[src/rtl/nano_cpu_pkg.sv]
// nano_cpu_pkg: shared opcode/funct3 constants and FSM state encoding
package nano_cpu_pkg;
    localparam logic [6:0] OPC_OP     = 7'b0110011;
    localparam logic [6:0] OPC_OP_IMM = 7'b0010011;
    localparam logic [6:0] OPC_LUI    = 7'b0110111;
    localparam logic [2:0] F3_ADD = 3'b000;
    localparam logic [2:0] F3_SLL = 3'b001;
    localparam logic [2:0] F3_SRL = 3'b101;
    localparam logic [2:0] F3_AND = 3'b111;
    typedef enum logic [1:0] {S_IDLE = 2'd0, S_ISSUE = 2'd1, S_WAIT = 2'd2} state_t;
    function automatic logic is_shift(input logic [2:0] f3);
        return f3 == F3_SLL || f3 == F3_SRL;
    endfunction
endpackage

[src/rtl/nano_regfile.sv]
// nano_regfile: 32x32 register file, two read ports plus debug port, x0 reads zero
module nano_regfile (
    input  logic        clk,
    input  logic        rst,
    input  logic        we,
    input  logic [4:0]  waddr,
    input  logic [31:0] wdata,
    input  logic [4:0]  raddr1,
    input  logic [4:0]  raddr2,
    input  logic [4:0]  dbg_addr,
    output logic [31:0] rdata1,
    output logic [31:0] rdata2,
    output logic [31:0] dbg_data
);
    logic [31:0] mem [32];
    // synchronous write, x0 never written
    always_ff @(posedge clk or posedge rst) begin
        if (rst) begin
            for (int i = 0; i < 32; i++) mem[i] <= '0;
        end else if (we && waddr != '0) begin
            mem[waddr] <= wdata;
        end
    end
    assign rdata1   = raddr1   == '0 ? '0 : mem[raddr1];
    assign rdata2   = raddr2   == '0 ? '0 : mem[raddr2];
    assign dbg_data = dbg_addr == '0 ? '0 : mem[dbg_addr];
endmodule

[src/rtl/alu_issue_ctrl.sv]
// alu_issue_ctrl: decodes RV32 ALU instructions, issues them to the ALU and writes results back
module alu_issue_ctrl
    import nano_cpu_pkg::*;
#(
    parameter int TIMEOUT = 8
) (
    input  logic        clk,
    input  logic        rst,
    input  logic [31:0] instr,
    input  logic        instr_valid,
    output logic        instr_ready,
    output logic        alu_r_i_s,
    output logic [2:0]  alu_funct3,
    output logic [31:0] alu_a,
    output logic [31:0] alu_b,
    output logic        alu_in_valid,
    input  logic [31:0] alu_out,
    input  logic        alu_out_valid,
    output logic        wb_valid,
    output logic [4:0]  wb_rd,
    output logic [31:0] wb_data,
    output logic        illegal_err,
    output logic        timeout_err,
    input  logic [4:0]  dbg_addr,
    output logic [31:0] dbg_data
);
    localparam int CW = $clog2(TIMEOUT);
    state_t state, state_n;
    logic [CW-1:0] cnt;
    logic [4:0] rd_q;
    logic [6:0] opc, f7;
    logic [2:0] f3;
    logic [31:0] rd1, rd2, dec_a, dec_b;
    logic xfer, legal, we, timed_out, is_op, is_opi, is_lui;
    assign opc = instr[6:0];
    assign f3  = instr[14:12];
    assign f7  = instr[31:25];
    assign instr_ready = state == S_IDLE;
    assign xfer = instr_valid && instr_ready;
    assign we = state == S_WAIT && alu_out_valid;
    assign timed_out = state == S_WAIT && !alu_out_valid && cnt == CW'(TIMEOUT - 1);
    nano_regfile u_rf (
        .clk(clk), .rst(rst), .we(we), .waddr(rd_q), .wdata(alu_out),
        .raddr1(instr[19:15]), .raddr2(instr[24:20]), .dbg_addr(dbg_addr),
        .rdata1(rd1), .rdata2(rd2), .dbg_data(dbg_data)
    );
    // decode: legality and operand selection; shifts only ever see a 5-bit amount
    always_comb begin
        is_op  = opc == OPC_OP && f7 == '0 && (f3 == F3_ADD || f3 == F3_AND || is_shift(f3));
        is_opi = opc == OPC_OP_IMM && (f3 == F3_ADD || f3 == F3_AND || (is_shift(f3) && f7 == '0));
        is_lui = opc == OPC_LUI;
        legal  = is_op || is_opi || is_lui;
        dec_a  = is_lui ? '0 : rd1;
        dec_b  = is_lui ? {instr[31:12], 12'b0} :
                 is_op  ? (is_shift(f3) ? {27'b0, rd2[4:0]} : rd2) :
                          (is_shift(f3) ? {27'b0, instr[24:20]} : {{20{instr[31]}}, instr[31:20]});
    end
    // next state: illegal instructions are consumed without leaving IDLE
    always_comb begin
        state_n = state == S_IDLE  ? (xfer && legal ? S_ISSUE : S_IDLE) :
                  state == S_ISSUE ? S_WAIT :
                  (we || timed_out) ? S_IDLE : S_WAIT;
    end
    // state register
    always_ff @(posedge clk or posedge rst) begin
        if (rst) state <= S_IDLE;
        else     state <= state_n;
    end
    // registered outputs; funct3/r_i_s only change on a transfer so they hold through WAIT
    always_ff @(posedge clk or posedge rst) begin
        if (rst) begin
            alu_r_i_s    <= 1'b0;
            alu_funct3   <= '0;
            alu_a        <= '0;
            alu_b        <= '0;
            alu_in_valid <= 1'b0;
            wb_valid     <= 1'b0;
            wb_rd        <= '0;
            wb_data      <= '0;
            illegal_err  <= 1'b0;
            timeout_err  <= 1'b0;
            rd_q         <= '0;
            cnt          <= '0;
        end else begin
            alu_in_valid <= xfer && legal;
            illegal_err  <= xfer && !legal;
            timeout_err  <= timed_out;
            wb_valid     <= we;
            wb_rd        <= we ? rd_q : '0;
            wb_data      <= we ? alu_out : '0;
            cnt          <= state == S_WAIT ? cnt + 1'b1 : '0;
            if (xfer && legal) begin
                alu_a      <= dec_a;
                alu_b      <= dec_b;
                alu_funct3 <= is_lui ? F3_ADD : f3;
                alu_r_i_s  <= !is_lui;
                rd_q       <= instr[11:7];
            end
        end
    end
endmodule

[config.mk]
export PLATFORM = sky130hd
export DESIGN_NAME = alu_issue_ctrl
export DESIGN_NICKNAME = d
export VERILOG_FILES = /design/src/rtl/nano_cpu_pkg.sv /design/src/rtl/nano_regfile.sv /design/src/rtl/alu_issue_ctrl.sv
export SDC_FILE = /design/constraint.sdc
export NUM_CORES = 2
export LEC_CHECK = 0
export CAP_MARGIN = 20
export CORE_UTILIZATION = 45
export DETAILED_ROUTE_END_ITERATION = 16
export GPL_ROUTABILITY_DRIVEN = 0
export PLACE_DENSITY_LB_ADDON = 0.08
export SETUP_SLACK_MARGIN = 0.15
export SYNTH_ARGS = -nofsm -noshare
export SYNTH_HDL_FRONTEND = slang
export SYNTH_SLANG_ARGS = --single-unit
[constraint.sdc]
create_clock -name clk -period 55 [get_ports clk]
set_clock_uncertainty 0.1 [all_clocks]
set_input_delay 11 -clock clk [delete_from_list [all_inputs] [get_ports clk]]
set_output_delay 11 -clock clk [all_outputs]
set_load 0.01 [all_outputs]
==> flow_summary.yaml <==
grt:
  grt_overflow: 0
  grt_max_degree: 147
  grt_pass1_wl_um: 335000
  grt_pass1_vias: 43500
  grt.total_usage: 0.319
  antenna_found_initial: 10
clocking:
  cts_tree: "done"
  clockBufferDepth: 3
  h-tree-depth: 4
  clkLatencyLatePin_ps: 790
  post_cts_buffers: 0
  numClockSinks: 1143
  clockRootBuffer: "clkbuf_16"
  cts_buffers: 138
  clk_pin_slew_ps: 60
  cts_resized: 0
  ctsHoldBuffers: 0
floorplanning:
  io_pins: 215
  die_x_um: 386
  rows: 140
  coreArea_um2: 146000
  start_util: 0.455
  die_area_um2: 149000
  dieHeight_um: 386
routing:
  drtIter0Drc: 4530
  antenna_left: 0
  wl_per_cell_um: 37.1
  routed_wirelength_um: 233000
  firstDrtPassIters: 5
  drcViolationCount: 0
  vias_per_cell: 6.88
  vias: 43100
synth:
  synth-seq-cells: 1143
  syn_area_per_cell_um2: 15.6
  syn-cell-area_um2: 66500
  yosys.area.top_type: "dfrtp_1"
  yosys_warnings: 0
  synth_ff_type: "dfrtp_1"
  async_flop_share: 1.00
  synth.distinct_cells: 61
  synth_edf_count: 0
  ys_top_cells_by_area: "dfrtp_1, mux4_2, mux2_2, mux2i_1, clkbuf_1"
  synth-simple-area-share: 0.0265
  synth-seq-area-share: 0.430
  yosys-mux-area-fraction: 0.489
  synth_xor_area_frac: 0
  synth_top_cell_area_share: 0.430
  synth_top_family_by_area: "multiplexers"
  synth_nets: 4335
  netlist_instances: 4260
  synth-compound-area-share: 0.0224
  synthAdderAreaFrac: 0.000376
pwr:
  p_leak_nw: 33.7
  p_sw_mw: 0.487
  p_per_area_nw_per_um2: 25.9
  combPwrFrac: 0.076
  intPower_mw: 1.46
  p_clk_frac: 0.488
  irDropWorstVdd_mv: 0.0295
  switching_share: 0.250
  seq_power_share: 0.436
  finalPower_mw: 1.95
job:
  cap_viol_max_count: 0
sta:
  period_share: 0.473
  setup_tns_ps: 0
  period_needed_ps: 25990
  setup_viol: 0
  clock.fmax_ghz: 0.0385
  maxSlewHeadroom: 0.222
  final_hold_viol_count: 0
  worstMarginPinSlew_ps: 1170
  slew_violations: 0
  rsz0062_at_grt: "no"
setup_path:
  cp.required_ps: 43900
  setup.worst_path.start_class: "input port"
  cp.arrival_ps: 14890
  worstRegToRegCells: 6
  worstSetupPathType: "in -> out"
  worstPathMaxFanout: 69
  r2r-start: "state[0]"
  rr_endpoint: "u_rf.mem[720]"
  end_kind: "primary output"
  rrSetupSlack_ps: 50820
hold_path:
  holdPathStages: 0
  min_from: "u_rf.mem[996]"
  min_to: "u_rf.mem[996]"
  hold_path_class: "reg -> reg"
layout:
  fillers: 12200
  final_cells: 6272
  post-route-util: 0.516
  area_delta_synth_final_pct: 13.4
  nNetsFinal: 4313
  drive_above_1_share: 0.534
  design_area_um2: 75400
placement:
  post-place-cells: 5994
  dp_hpwl_um: 129000
  placed_area_um2: 70200
  portBuffers: 214
status:
  status: "finished clean"
## how the worst max path moves through the flow
stage	start	to	slack, ps
2_1_floorplan	rst	alu_a[0]	11710
3_3_place_gp	dbg_addr[0]	dbg_data[31]	28860
3_5_place_dp	dbg_addr[0]	dbg_data[31]	28860
4_1_cts	dbg_addr[0]	dbg_data[31]	28860
5_1_grt	dbg_addr[0]	dbg_data[31]	28720
6_report	dbg_addr[0]	dbg_data[31]	29010
## per-layer routing
metal	part of all wire	up-vias	track usage
li1	-	16900	-
met1	0.42	23800	0.454
met2	0.46	1987	0.484
met3	0.081	426	0.0666
met4	0.037	4	0.114
met5	0.000094	-	0
## state kept, by name, indices dropped and copies added, names as in the netlist, 2 cells and up
signal      flops
alu_a          32
alu_b          32
alu_funct3      3
cnt             3
rd_q            5
state           2
u_rf.mem     1024
wb_data        32
wb_rd           5
## metrics by stage
step | setup WS [ps] | hold slack [ps]
finish | 29010 | 305
global route | 28720 | 314
CTS | 28860 | 305
detailed placement | 28860 | 289
global placement | 28860 | 288
floorplan | 11710 | 309
## power groups by stage
stage / clock network [mW] / logic, mW / registers [mW]
final: 0.952 / 0.148 / 0.850
after global routing: 1.00 / 0.158 / 0.850
after CTS: 0.969 / 0.146 / 0.850
after detailed placement: 0 / 0.146 / 0.865
after global placement: 0 / 0.145 / 0.865
after floorplan: 0 / 0.0915 / 0.865
## critical path, cell delays in order
cell and delay (ps):
buf_8 640, buf_4 900, mux4_2 600, mux4_2 520, mux2i_1 520, nor2_1 100
clkdlybuf4s50_1 540
## layout make-up
type                    instances  area, um^2  area share
flip-flops and latches       1143       28600       0.380
clock inverters                47         473     0.00628
clock buffers                 207        4250      0.0564
repair buffers                340        3500      0.0465
diodes                          3        7.51   0.0000996
well taps                    1917        2400      0.0318
inverters                       6        42.5    0.000564
multi-input cells            2609       36100       0.479
## Yosys cell counts, drive strengths merged (7+ instances only)
cell,instances
a211oi,16
a21oi,29
a221oi,9
a22oi,47
and2,7
and3,41
buf,171
clkbuf,331
dfrtp,1143
mux2,1017
mux2i,131
mux4,877
nand2,164
nand3,12
nor2,101
nor2b,11
o21ai,17
o221ai,16
o22ai,23
o31ai,22
## cells in the final DEF (no fill, tap or decap), types with 7 or more instances in the layout
cell             count
a21oi_1             28
clkinv_2            23
nand3_1             12
nand2_1            150
o21ai_0             16
dfrtp_1           1143
mux2i_1            131
buf_6                7
mux4_2             877
clkdlybuf4s50_1    199
mux2_2            1012
clkinvlp_4           7
a211oi_1            16
bufinv_16            7
o31ai_2              8
inv_6                8
and2_1               7
nor2_4              15
o31ai_1             14
a221oi_1             9
buf_16               9
clkbuf_1            24
clkbuf_8            37
nor2_1              86
o22ai_1             22
buf_8               11
clkbuf_16          152
a22oi_1             47
nor2b_1              8
nand2_4             14
buf_4              102
o221ai_1            16
and3_1              40
## kinds of logic (layout without fill, tap and decap cells)
group / Yosys count / count (layout)
AO/OA/AOI/OAI: 204 / 204
adder cells (fa/ha/maj): 2 / 2
buffers and inverters: 508 / 600
flip-flops: 1143 / 1143
multiplexers: 2025 / 2025
other: 0 / 3
AND/OR/NAND/NOR: 378 / 378
(Power assumes the default switching activity.)
